==> src/rtl/adder_txn_driver.sv <==
// Transaction driver for a pipelined adder: queues operand pairs, issues them to the adder,
// captures sums after a fixed latency, flags mismatches and returns results in order.
module adder_txn_driver #(
    parameter int unsigned DATA_W    = 8,
    parameter int unsigned ADDER_LAT = 1,
    parameter int unsigned DEPTH     = 4
) (
    input  logic              clk_i,
    input  logic              rst_n_i,
    input  logic              req_valid_i,
    output logic              req_ready_o,
    input  logic [DATA_W-1:0] req_a_i,
    input  logic [DATA_W-1:0] req_b_i,
    output logic [DATA_W-1:0] data_1_o,
    output logic [DATA_W-1:0] data_2_o,
    input  logic [DATA_W:0]   sum_i,
    output logic              rsp_valid_o,
    input  logic              rsp_ready_i,
    output logic [DATA_W:0]   rsp_sum_o,
    output logic              rsp_err_o,
    input  logic              flush_i,
    output logic              busy_o
);
    localparam int unsigned AW  = $clog2(DEPTH);
    localparam int unsigned CW  = AW + 1;
    localparam int unsigned CWE = CW + 1;

    typedef enum logic [1:0] {StIdle, StRun, StFlush} state_e;
    state_e state_q;

    logic [2*DATA_W-1:0] req_mem_q [DEPTH];
    logic [AW-1:0]       req_wr_q, req_rd_q;
    logic [CW-1:0]       req_cnt_q;

    logic [DATA_W+1:0]   res_mem_q [DEPTH];
    logic [AW-1:0]       res_wr_q, res_rd_q;
    logic [CW-1:0]       res_cnt_q;

    logic [DATA_W-1:0]   data_1_q, data_2_q;
    logic                issue_vld_q;
    logic [ADDER_LAT-1:0] pipe_vld_q;
    logic [2*DATA_W-1:0] pipe_tag_q [ADDER_LAT];
    logic [CW-1:0]       inflight_q;

    logic              req_push, req_pop, res_push, res_pop, issue;
    logic [CW:0]       occupancy;
    logic [DATA_W-1:0] cap_a, cap_b;
    logic [DATA_W:0]   cap_exp;

    always_comb begin
        req_ready_o = (state_q == StRun) && (req_cnt_q != CW'(DEPTH));
        req_push    = req_valid_i && req_ready_o;
        // Reserve a result slot for every issued operand so captures never overflow.
        occupancy   = {1'b0, res_cnt_q} + {1'b0, inflight_q};
        issue       = (req_cnt_q != '0) && (occupancy < CWE'(DEPTH));
        req_pop     = issue;
        res_push    = pipe_vld_q[ADDER_LAT-1];
        {cap_a, cap_b} = pipe_tag_q[ADDER_LAT-1];
        cap_exp     = {1'b0, cap_a} + {1'b0, cap_b};
        rsp_valid_o = (res_cnt_q != '0);
        res_pop     = rsp_valid_o && rsp_ready_i;
        rsp_sum_o   = rsp_valid_o ? res_mem_q[res_rd_q][DATA_W:0] : '0;
        rsp_err_o   = rsp_valid_o && res_mem_q[res_rd_q][DATA_W+1];
        busy_o      = (req_cnt_q != '0) || (inflight_q != '0) || rsp_valid_o;
    end

    assign data_1_o = data_1_q;
    assign data_2_o = data_2_q;

    always_ff @(posedge clk_i or negedge rst_n_i) begin
        if (!rst_n_i) begin
            state_q <= StIdle;
        end else begin
            unique case (state_q)
                StIdle:  state_q <= StRun;
                StRun:   if (flush_i) state_q <= StFlush;
                StFlush: if (!busy_o) state_q <= StRun;
                default: state_q <= StIdle;
            endcase
        end
    end

    always_ff @(posedge clk_i or negedge rst_n_i) begin
        if (!rst_n_i) begin
            req_wr_q    <= '0;
            req_rd_q    <= '0;
            req_cnt_q   <= '0;
            res_wr_q    <= '0;
            res_rd_q    <= '0;
            res_cnt_q   <= '0;
            data_1_q    <= '0;
            data_2_q    <= '0;
            issue_vld_q <= 1'b0;
            pipe_vld_q  <= '0;
            inflight_q  <= '0;
        end else begin
            if (req_push) req_wr_q <= req_wr_q + AW'(1);
            if (req_pop)  req_rd_q <= req_rd_q + AW'(1);
            req_cnt_q <= req_cnt_q + CW'(req_push) - CW'(req_pop);
            if (issue) {data_1_q, data_2_q} <= req_mem_q[req_rd_q];
            // The issue register acts as stage zero; the shift line tracks adder latency.
            issue_vld_q <= issue;
            pipe_vld_q  <= (pipe_vld_q << 1) | ADDER_LAT'(issue_vld_q);
            inflight_q  <= inflight_q + CW'(issue) - CW'(res_push);
            if (res_push) res_wr_q <= res_wr_q + AW'(1);
            if (res_pop)  res_rd_q <= res_rd_q + AW'(1);
            res_cnt_q <= res_cnt_q + CW'(res_push) - CW'(res_pop);
        end
    end

    always_ff @(posedge clk_i) begin
        if (req_push) req_mem_q[req_wr_q] <= {req_a_i, req_b_i};
        if (res_push) res_mem_q[res_wr_q] <= {(sum_i != cap_exp), sum_i};
        pipe_tag_q[0] <= {data_1_q, data_2_q};
        for (int unsigned i = 1; i < ADDER_LAT; i++) begin
            pipe_tag_q[i] <= pipe_tag_q[i-1];
        end
    end

endmodule

==> config.mk <==
export PLATFORM = sky130hd
export DESIGN_NAME = adder_txn_driver
export DESIGN_NICKNAME = d
export VERILOG_FILES = /design/src/rtl/adder_txn_driver.sv
export SDC_FILE = /design/constraint.sdc
export NUM_CORES = 1
export LEC_CHECK = 0
export BUFFER_PORTS_ARGS = -buffer_cell sky130_fd_sc_hd__buf_2
export CAP_MARGIN = 5
export CORE_AREA = 2 2 123 155
export DETAILED_ROUTE_END_ITERATION = 7
export DIE_AREA = 0 0 125 157
export HOLD_SLACK_MARGIN = 0.1
export SLEW_MARGIN = 10
export SYNTH_ARGS = -nofsm -noshare
export SYNTH_HDL_FRONTEND = slang
export SYNTH_SLANG_ARGS = --single-unit
export TNS_END_PERCENT = 5
==> constraint.sdc <==
create_clock -name clk_i -period 3.65 [get_ports clk_i]
set_input_delay 0.365 -clock clk_i [delete_from_list [all_inputs] [get_ports clk_i]]
set_output_delay 0.365 -clock clk_i [all_outputs]
set_load 0.01 [all_outputs]
# ---- Word-level counts from Yosys, hierarchy flattened
# Memory sizes are Yosys's and may differ from the RTL's. A register that Yosys moved wholly into a read port is not among the register bits.
# Cells that the tools add are included.
dict set report op_classes {
  eq_ne 6
  n_addsub 12
  n_reduce_logical 13
  n_mux 8
  order_cmp 1
}
# cell count
set op_table {}
lappend op_table {{3-bit by 1-bit adder with 3-bit output} 3}
lappend op_table {{8-bit by 8-bit adder with 9-bit output} 1}
lappend op_table {{9-bit 2-to-1 mux} 1}
lappend op_table {{9-bit != test} 1}
lappend op_table {{3-bit nonzero test} 3}
lappend op_table {{3-bit by 1-bit subtractor with 3-bit output} 3}
lappend op_table {{2-bit by 1-bit adder with 2-bit output, second input constant} 4}
lappend op_table {{2-bit one-hot mux with 3 select lines} 1}
lappend op_table {{1-bit logical AND} 5}
lappend op_table {{3-bit by 3-bit adder with 4-bit output} 1}
lappend op_table {{4-bit by 3-bit less-than comparator with 1-bit output, second input constant} 1}
lappend op_table {{1-bit 2-to-1 mux} 4}
lappend op_table {{2-bit 2-to-1 mux} 2}
lappend op_table {{2-bit != test, second input constant} 2}
lappend op_table {{3-bit != test, second input constant} 1}
lappend op_table {{2-bit by 1-bit == test with 1-bit output, second input constant} 1}
lappend op_table {{2-bit == test, second input constant} 1}
lappend op_table {{2-bit zero test} 1}
lappend op_table {{1-bit logical OR} 2}
lappend op_table {{2-bit AND reduction} 1}
lappend op_table {{1-bit zero test} 1}
dict set report totals {
  inputBits 30
  ram_bits 120
  n_memories 3
  output_inout_bits 29
  wordCells 53
  regBits 21
}
# name depth width read_ports rd_clocked_by_memory_dff write_ports line_no
set memory_table {}
lappend memory_table {req_mem_q 4 16 1 1 1 31} ;# logic [2*DATA_W-1:0] req_mem_q [DEPTH];
lappend memory_table {res_mem_q 4 10 1 0 1 35} ;# logic [DATA_W+1:0] res_mem_q [DEPTH];
lappend memory_table {pipe_tag_q 1 16 1 0 1 42} ;# logic [2*DATA_W-1:0] pipe_tag_q [ADDER_LAT];

# ---- Logic depth before layout (Yosys ltp)
# Gate-level depths: netlist of the first run.
dict set report logic_depth {
  word_depth 5
  ltp_mapped 12
  depth_no_buf 11
}

# ---- Worst setup path after synthesis of the first run
# No wires, ideal clock.
dict set report synth_path {
  path_kind {reg-to-reg}
  from {reg res_cnt_q[2]}
  to {reg req_cnt_q[2]}
  required_ns 3.525
  stages_incl_launch_ff 13
  path_buffers 1
  arrival_time_ns 2.411
  setup_time_ns 0.125
  setup_slack_ns 1.114
  cell_sequence {dfrtp_1 ha_1 nor4_1 nand2_1 inv_2 buf_4 ha_1 inv_1 ha_1 inv_1 fa_1 xnor2_1 xnor2_1}
}
dict set report synth_via {
  elab_chain_cells 4
}
# item line_no
set synth_rtl {}
lappend synth_rtl {{start: declaration} 37} ;# logic [CW-1:0] res_cnt_q;
lappend synth_rtl {{start signal: assignment} 107} ;# res_cnt_q <= res_cnt_q + CW'(res_push) - CW'(res_pop);
lappend synth_rtl {{3-bit by 3-bit adder with 4-bit output} 54} ;# occupancy = {1'b0, res_cnt_q} + {1'b0, inflight_q};
lappend synth_rtl {{4-bit by 3-bit less-than comparator with 1-bit output} 55} ;# issue = (req_cnt_q != '0) && (occupancy < CWE'(DEPTH));
lappend synth_rtl {{1-bit logical AND} 55}
lappend synth_rtl {{named net issue} 45} ;# logic req_push, req_pop, res_push, res_pop, issue;
lappend synth_rtl {{3-bit by 1-bit subtractor with 3-bit output} 99} ;# req_cnt_q <= req_cnt_q + CW'(req_push) - CW'(req_pop);
lappend synth_rtl {{end signal: assignment} 99}
lappend synth_rtl {{end: declaration} 33} ;# logic [CW-1:0] req_cnt_q;
# The timed path passes the listed nets, and every way through them passes these cells.
# A chain may end at the register's enable or synchronous reset.

# ---- Final worst setup path of the first run
dict set report layout_path {
  from {reg res_cnt_q[2]}
  to {reg req_cnt_q[2]}
}
dict set report layout_via {
  elab_chain_cells 4
}
# item line_no
set layout_rtl {}
lappend layout_rtl {{3-bit by 3-bit adder with 4-bit output} 54}
lappend layout_rtl {{4-bit by 3-bit less-than comparator with 1-bit output} 55}
lappend layout_rtl {{1-bit logical AND} 55}
lappend layout_rtl {{3-bit by 1-bit subtractor with 3-bit output} 99}
# No other way between the ends.

==> results of run 1 <==
area by class of cell:
class,count,area share
timing repair buffer,60,0.0414
clock buffer,17,0.0572
inverter,19,0.00959
multi-input combinational,168,0.241
sequential,157,0.588
clock inverter,15,0.0249
tap,228,0.0384
registers in the layout, summed over array words and instances, names as in the netlist:
signal       count
issue_vld_q      1
inflight_q       3
pipe_tag_q      16
res_wr_q         2
req_cnt_q        3
res_mem_q       40
data_1_o         8
req_rd_q         2
pipe_vld_q       1
req_wr_q         2
req_mem_q       64
data_2_o         8
res_rd_q         2
res_cnt_q        3
state_q          2
path summary, 6_finish.rpt:
| kind | startpoint | end | slack (ns) | depth (start not counted) |
|---|---|---|---|---|
| max | res_cnt_q[2] | req_cnt_q[2] | 0.94 | 11 |
| min | req_b_i[7] | req_mem_q[2][7] | 0.16 | 1 |
| max reg2reg | res_cnt_q[2] | req_cnt_q[2] | 0.94 | 11 |
| min reg2reg | issue_vld_q | pipe_vld_q | 0.35 | 0 |
| max in group asynchronous | rst_n_i | req_cnt_q[1] | 2.55 | 2 |
| min in group asynchronous | rst_n_i | state_q[1] | 0.58 | 2 |
Yosys cell counts, drive strengths merged (2+ instances only):
cell / instances
xnor2: 16
edfxtp: 104
nand4: 2
ha: 24
a21oi: 9
dfxtp: 16
nand2b: 4
and3: 4
fa: 4
mux2: 16
nor2: 4
nor4: 3
clkbuf: 3
o21ai: 7
nand3: 3
mux4: 26
buf: 5
and2: 16
nand2: 9
xor2: 7
o22ai: 2
inv: 19
dfrtp: 37
power breakdown:
| part | internal [uW] | total, uW | leakage [uW] | switching (uW) |
|---|---|---|---|---|
| Sequential | 2390 | 2750 | 0.00152 | 356 |
| Combinational | 1200 | 2350 | 0.000994 | 1140 |
| Clock | 1090 | 1800 | 0.000296 | 716 |
cells by family (layout without fill, tap and decap cells):
| logic type | Yosys count | count (layout) | synth area share |
|---|---|---|---|
| flops | 157 | 157 | 0.696 |
| simple gates | 50 | 50 | 0.0453 |
| mux | 43 | 43 | 0.124 |
| fa+ha+maj | 28 | 28 | 0.0606 |
| buf+inv | 27 | 111 | 0.0185 |
| compound gates | 24 | 24 | 0.0225 |
| xor+xnor | 23 | 23 | 0.0333 |
per-stage QoR:
| step | instances | cell area (um^2) | util | power [uW] | hold slack, ns |
|---|---|---|---|---|---|
| after floorplan | 352 | 6280 | - | 4490 | 0.0694 |
| after global placement | 631 | 6810 | 0.378 | 5090 | 0.332 |
| after detailed placement | 631 | 6810 | 0.378 | 5190 | 0.336 |
| after CTS | 664 | 7430 | 0.412 | 7020 | 0.138 |
| after global routing | 664 | 7430 | 0.412 | 7370 | 0.146 |
| final | 664 | 7430 | 0.412 | 6890 | 0.159 |
per-layer routing:
| layer | GRT usage | up-vias |
|---|---|---|
| met3 | 0.0303 | 12 |
| met5 | 0 | - |
| met4 | 0.0561 | 0 |
| met2 | 0.217 | 59 |
| met1 | 0.135 | 1581 |
| li1 | - | 1469 |
worst max-delay path: stages (launching register included):
cell and delay [ns]:
dfrtp_1 0.40, ha_1 0.30, nor4_1 0.22, nand2_1 0.16, inv_2 0.32, ha_1 0.30, inv_1 0.05, ha_1 0.13
inv_1 0.05, fa_1 0.38, xnor2_1 0.20, xnor2_1 0.14
repair_timing:
| action | CTS | global route |
|---|---|---|
| setup buffers | 0 | 0 |
| hold endpoints to repair | 37 | 0 |
| hold buffers | 1 | 0 |
==> key figures, run 1 <==
Route
  – DR iter-0 viols: 193
  – Pre-Repair DR Iteration Count: 4
  – M1 wire length: roughly 4.6 mm
  – Vias per cell: between 4 and 5
  – Average wire per cell in the routed design: 16.8 um
  – Met3 wire len: 342 um
  – WL met2: 6.07 mm
  – Post-route ant nets: 0
  – DR vias: 3121
  – Total Wirelength: 11.1 mm
  – Top Metal Used: met4
  – # DRC: 0

Logic synthesis
  – Post-Syn Area: 6280 um^2
  – Seq cells post-synth: ~160
  – Yosys top cell area share: 0.498
  – Ys flop type: edfxtp_1
  – Biggest area consumer among synthesized cells: edfxtp_1
  – Sequential element share of the synthesized area: 0.696
  – Mapped Cells: 352
  – Syn nets: 410
  – Count of cell types in the netlist: 43
  – Post-synth ARST share: 0.236
  – Yosys warns: 0
  – Post-synth EDFFs: 104
  – Avg Cell Area, Syn: approximately 18 um^2
  – Top cells by area, synth: edfxtp_1 50%, dfrtp_1 15%, mux4_2 9.3%, dfxtp_1 5.1%, ha_1 4.8%

Global routing
  – Vias in the first global route: 3350
  – Total gr overflow: 0
  – Largest net degree at the start of global routing: 38
  – Gr usage total: 0.121
  – Initial antenna violation count: 0
  – First-pass GRT wire length: 17.8 mm

STA
  – Fin crit period: 2.71 ns
  – Worst-case clock skew: just over 0.005 ns
  – Setup TNS: 0 ns
  – Slew Viols, Final: 0
  – RSZ-0062 raised after global routing: false
  – Final Hold Vio Count: 0
  – Setup violators final: 0
  – Final WS setup: 0.943 ns
  – Max Clk Rate: 369 MHz
  – Period utilisation layout: 0.742
  – Slew @ Worst Pin: 0.915 ns
  – Slew margin rel.: 0.390

Cells and area
  – ANT cells: 0
  – Area of the multi-input gates: 1790 um^2
  – Filler cells: 1630
  – FF+latch area: between 4000 and 5000 um^2
  – P&R area growth vs syn: 18.5%
  – Leading cell type in the layout, fill and taps excluded: edfxtp_1
  – Most frequent cells in the layout: 104 x edfxtp_1, 58 x buf_2, 37 x dfrtp_1
  – Final #Nets: about 480
  – Layout cells sized above 1: 0.310

Floorplanning
  – Chip height: 157 um
  – Ports: 59
  – Num rows: 55
  – Initial core utilization: 0.348
  – Core area: 18000 um^2
  – Die Area: 19600 um^2
  – Die width: 125 um

Min path
  – Worst hold path class: in -> reg

CTS
  – Clock sink count: about 160
  – Clock tree root driver cell: clkbuf_16
  – TritonCTS Buffers: 17
  – Max Root-Sink Buffers: 2
  – Post-CTS Resized: 0
  – Worst-path clk slew: 0.06 ns
  – CTS tree: built
  – Worst-Skew Late Latency: around 0.42 ns
  – H-tree Lvls: 4

Status
  – Status: complete, no violations

Setup path
  – CP Class: reg -> reg
  – Critical path peak fanout: 19
  – Worst EP arrival: just over 3 ns
  – CP startpoint kind: register
  – Worst setup EP type: register
  – Critical Path RT: 3.99 ns

Place
  – Pre-CTS setup slack: 0.892 ns
  – RePlAce Congestion: 0.812
  – DP Wirelength: between 7 and 8 mm
  – Port buffer count: a little under 60

Power and ir drop
  – Power per Cell Area: around 900 nW/um^2
  – Static leakage: between 0.002 and 0.003 uW
  – Peak VDD IR: 407 uV

Run
  – Max-cap viol count: 0
Power figures use the tool's default switching activity.
==> run 2, diff against run 1 <==
- clock period: 3.65 -> 2.65 ns (I/O delays scaled with it)
==> key figures, run 2 (synthesis results as in run 1) <==
Cells and area
  – P&R area growth vs syn: 22.1%
  – Largest regs: req_mem_q (64), res_mem_q (40), pipe_tag_q (16)
  – Most frequent cells in the layout: 104 x edfxtp_1, 58 x buf_2, 37 x dfrtp_1
  – Leading cell type in the layout, fill and taps excluded: edfxtp_1
  – Layout cells sized above 1: 0.309 (-0.000620)
  – Reg with most FFs: req_mem_q
  – ANT cells: 0 (unchanged)
  – Filler cells: 1670 (+2.5%)
  – Max reg flops: 64 (unchanged)
  – Final Cell Area: 7660 um^2 (+3.1%)
  – Final #Nets: 511 (+6.2%)

CTS
  – Clock sink count: 157 (unchanged)
  – Worst-path clk slew: 0.06 ns (about the same)
  – Worst-Skew Late Latency: 0.42 ns (about the same)
  – H-tree Lvls: 4 (unchanged)
  – Post-CTS setup buffer count: 0 (unchanged)
  – Post-CTS Resized: 0 (unchanged)
  – Max Root-Sink Buffers: 2 (unchanged)
  – TritonCTS Buffers: 17 (unchanged)
  – CTS tree: built
  – Clock tree root driver cell: clkbuf_16

Place
  – RePlAce Congestion: 0.817 (+0.69%)
  – Port buffer count: 58 (unchanged)
  – DP Wirelength: 7.72 mm (-1.5%)
  – Post-Place Cell Area: 6880 um^2 (+0.99%)

Setup path
  – Critical path peak fanout: 3 (-16)
  – CP startpoint kind: register
  – Reg2reg start: res_cnt_q[2]
  – Flop-to-flop setup slack: 0.21 ns (-0.73 ns)
  – CP Class: reg -> reg
  – Reg2reg path depth: 9 (-2)
  – Critical Path RT: 2.99 ns (-1.00 ns)
  – CP endpoint: inflight_q[2]
  – Crit. Startpoint: res_cnt_q[2]
  – Worst setup EP type: register
  – Worst EP arrival: 2.78 ns (-0.27 ns)
  – R2r endpoint: inflight_q[2]

Status
  – Status: complete, no violations

Floorplanning
  – Die width: 125 um (unchanged)
  – Num rows: 55 (unchanged)
  – Core area: 18000 um^2 (unchanged)
  – Die Area: 19600 um^2 (unchanged)
  – Ports: 59 (unchanged)
  – Initial core utilization: 0.348 (unchanged)
  – Chip height: 157 um (unchanged)

Global routing
  – Total gr overflow: 0 (unchanged)
  – Largest net degree at the start of global routing: 38 (unchanged)
  – Gr usage total: 0.123 (+0.00171)
  – Vias in the first global route: 3376 (+0.78%)
  – First-pass GRT wire length: 17.9 mm (+0.78%)
  – Initial antenna violation count: 0 (unchanged)

Power and ir drop
  – Static leakage: 0.00292 uW (+4.2%)
  – Peak VDD IR: 488 uV (+20%)
  – Power per Cell Area: 1220 nW/um^2 (+32%)

Run
  – Max-cap viol count: 0 (unchanged)

STA
  – Max Clk Rate: 410 MHz (+11%)
  – Slew Viols, Final: 0 (unchanged)
  – Slew @ Worst Pin: 0.861 ns (-0.0541 ns)
  – Fin crit period: 2.44 ns (-0.269 ns)
  – Period utilisation layout: 0.920 (+0.178)
  – RSZ-0062 raised after global routing: false
  – Slew margin rel.: 0.426 (+0.0360)
  – Final Hold Vio Count: 0 (unchanged)
  – Worst-case clock skew: 0.00454 ns (-0.000526 ns)
  – Setup TNS: 0 ns (unchanged)
  – Setup violators final: 0 (unchanged)

Route
  – DR iter-0 viols: 170 (-12%)
  – DR vias: 3249 (+4.1%)
  – Total Wirelength: 11.3 mm (+1.4%)
  – Vias per cell: 4.68 (-0.40%)
  – Average wire per cell in the routed design: 16.3 um (-2.9%)
  – # DRC: 0 (unchanged)
  – Post-route ant nets: 0 (unchanged)
  – Pre-Repair DR Iteration Count: 4 (unchanged)

Min path
  – Worst hold path class: in -> reg
## run 2: cell types whose count changed in the layout (fill, tap and decap cells not counted), moves of 2 or more
| cell | previous run | this run |
|---|---|---|
| dlygate4sd3_1 | 1 | 22 |
| bufinv_16 | 3 | 0 |
| buf_4 | 1 | 10 |
| clkinv_4 | 2 | 4 |
| inv_6 | 3 | 1 |
## run 2: per-layer routing
layer  global-route usage  vias to the layer above  part of all wire
li1                     -                     1529                 -
met1                0.134                     1635              0.41
met2                0.218                       66              0.54
met3               0.0381                       19             0.035
met4               0.0571                        0             0.019
met5                    0                        -                 0
## run 2: layout make-up
| cell class | count | area (um^2) | area share |
|---|---|---|---|
| flip-flops and latches | 157 | 4370 | 0.570 |
| multi-input cells | 168 | 1790 | 0.234 |
| repair buffers | 90 | 586 | 0.0764 |
| clock buffers | 19 | 454 | 0.0593 |
| well taps | 228 | 285 | 0.0372 |
| clock inverters | 13 | 106 | 0.0139 |
| inverters | 19 | 71.3 | 0.00931 |
## run 2: worst min-delay path by stage
stage / start / to / cells after the start
detailed placement: issue_vld_q / pipe_vld_q / 0
finish: flush_i / state_q[1] / 3
global placement: issue_vld_q / pipe_vld_q / 0
floorplan: rst_n_i / data_1_o[0] / 0
global route: sum_i[7] / res_mem_q[3][7] / 1
CTS: flush_i / state_q[1] / 3
## run 2: critical path, cell delays in order, from the launching register on
cell and delay, ns:
dfrtp_1 0.42, ha_1 0.31, nor4_1 0.23, nand2_1 0.16, ha_1 0.30, inv_1 0.04
ha_1 0.18, fa_1 0.39, xnor2_1 0.20, xnor2_1 0.14
## run 2: report_power, final
group,total [uW],internal (uW),switching (uW)
sequential,3680,3290,395
clock,2270,1270,992
combinational,3410,1730,1680
total,9360,6300,3070
## run 2: metrics by stage
step | instances | total power [uW] | utilization | setup WS (ns) | hold slack, ns
finish | 694 | 9360 | 0.425 | 0.213 | 0.127
detailed placement | 640 | 7220 | 0.382 | 0.221 | 0.335
CTS | 694 | 9550 | 0.425 | 0.174 | 0.105
floorplan | 352 | 6190 | - | 0.114 | -0.0306
global route | 694 | 10000 | 0.425 | 0.0204 | 0.124
global placement | 640 | 7110 | 0.382 | 0.320 | 0.333
## run 2: timing repair
item / in CTS / in global routing
hold buffers: 22 / 0
endpoints found under the hold margin: 121 / 0
setup endpoints to repair: 0 / 0
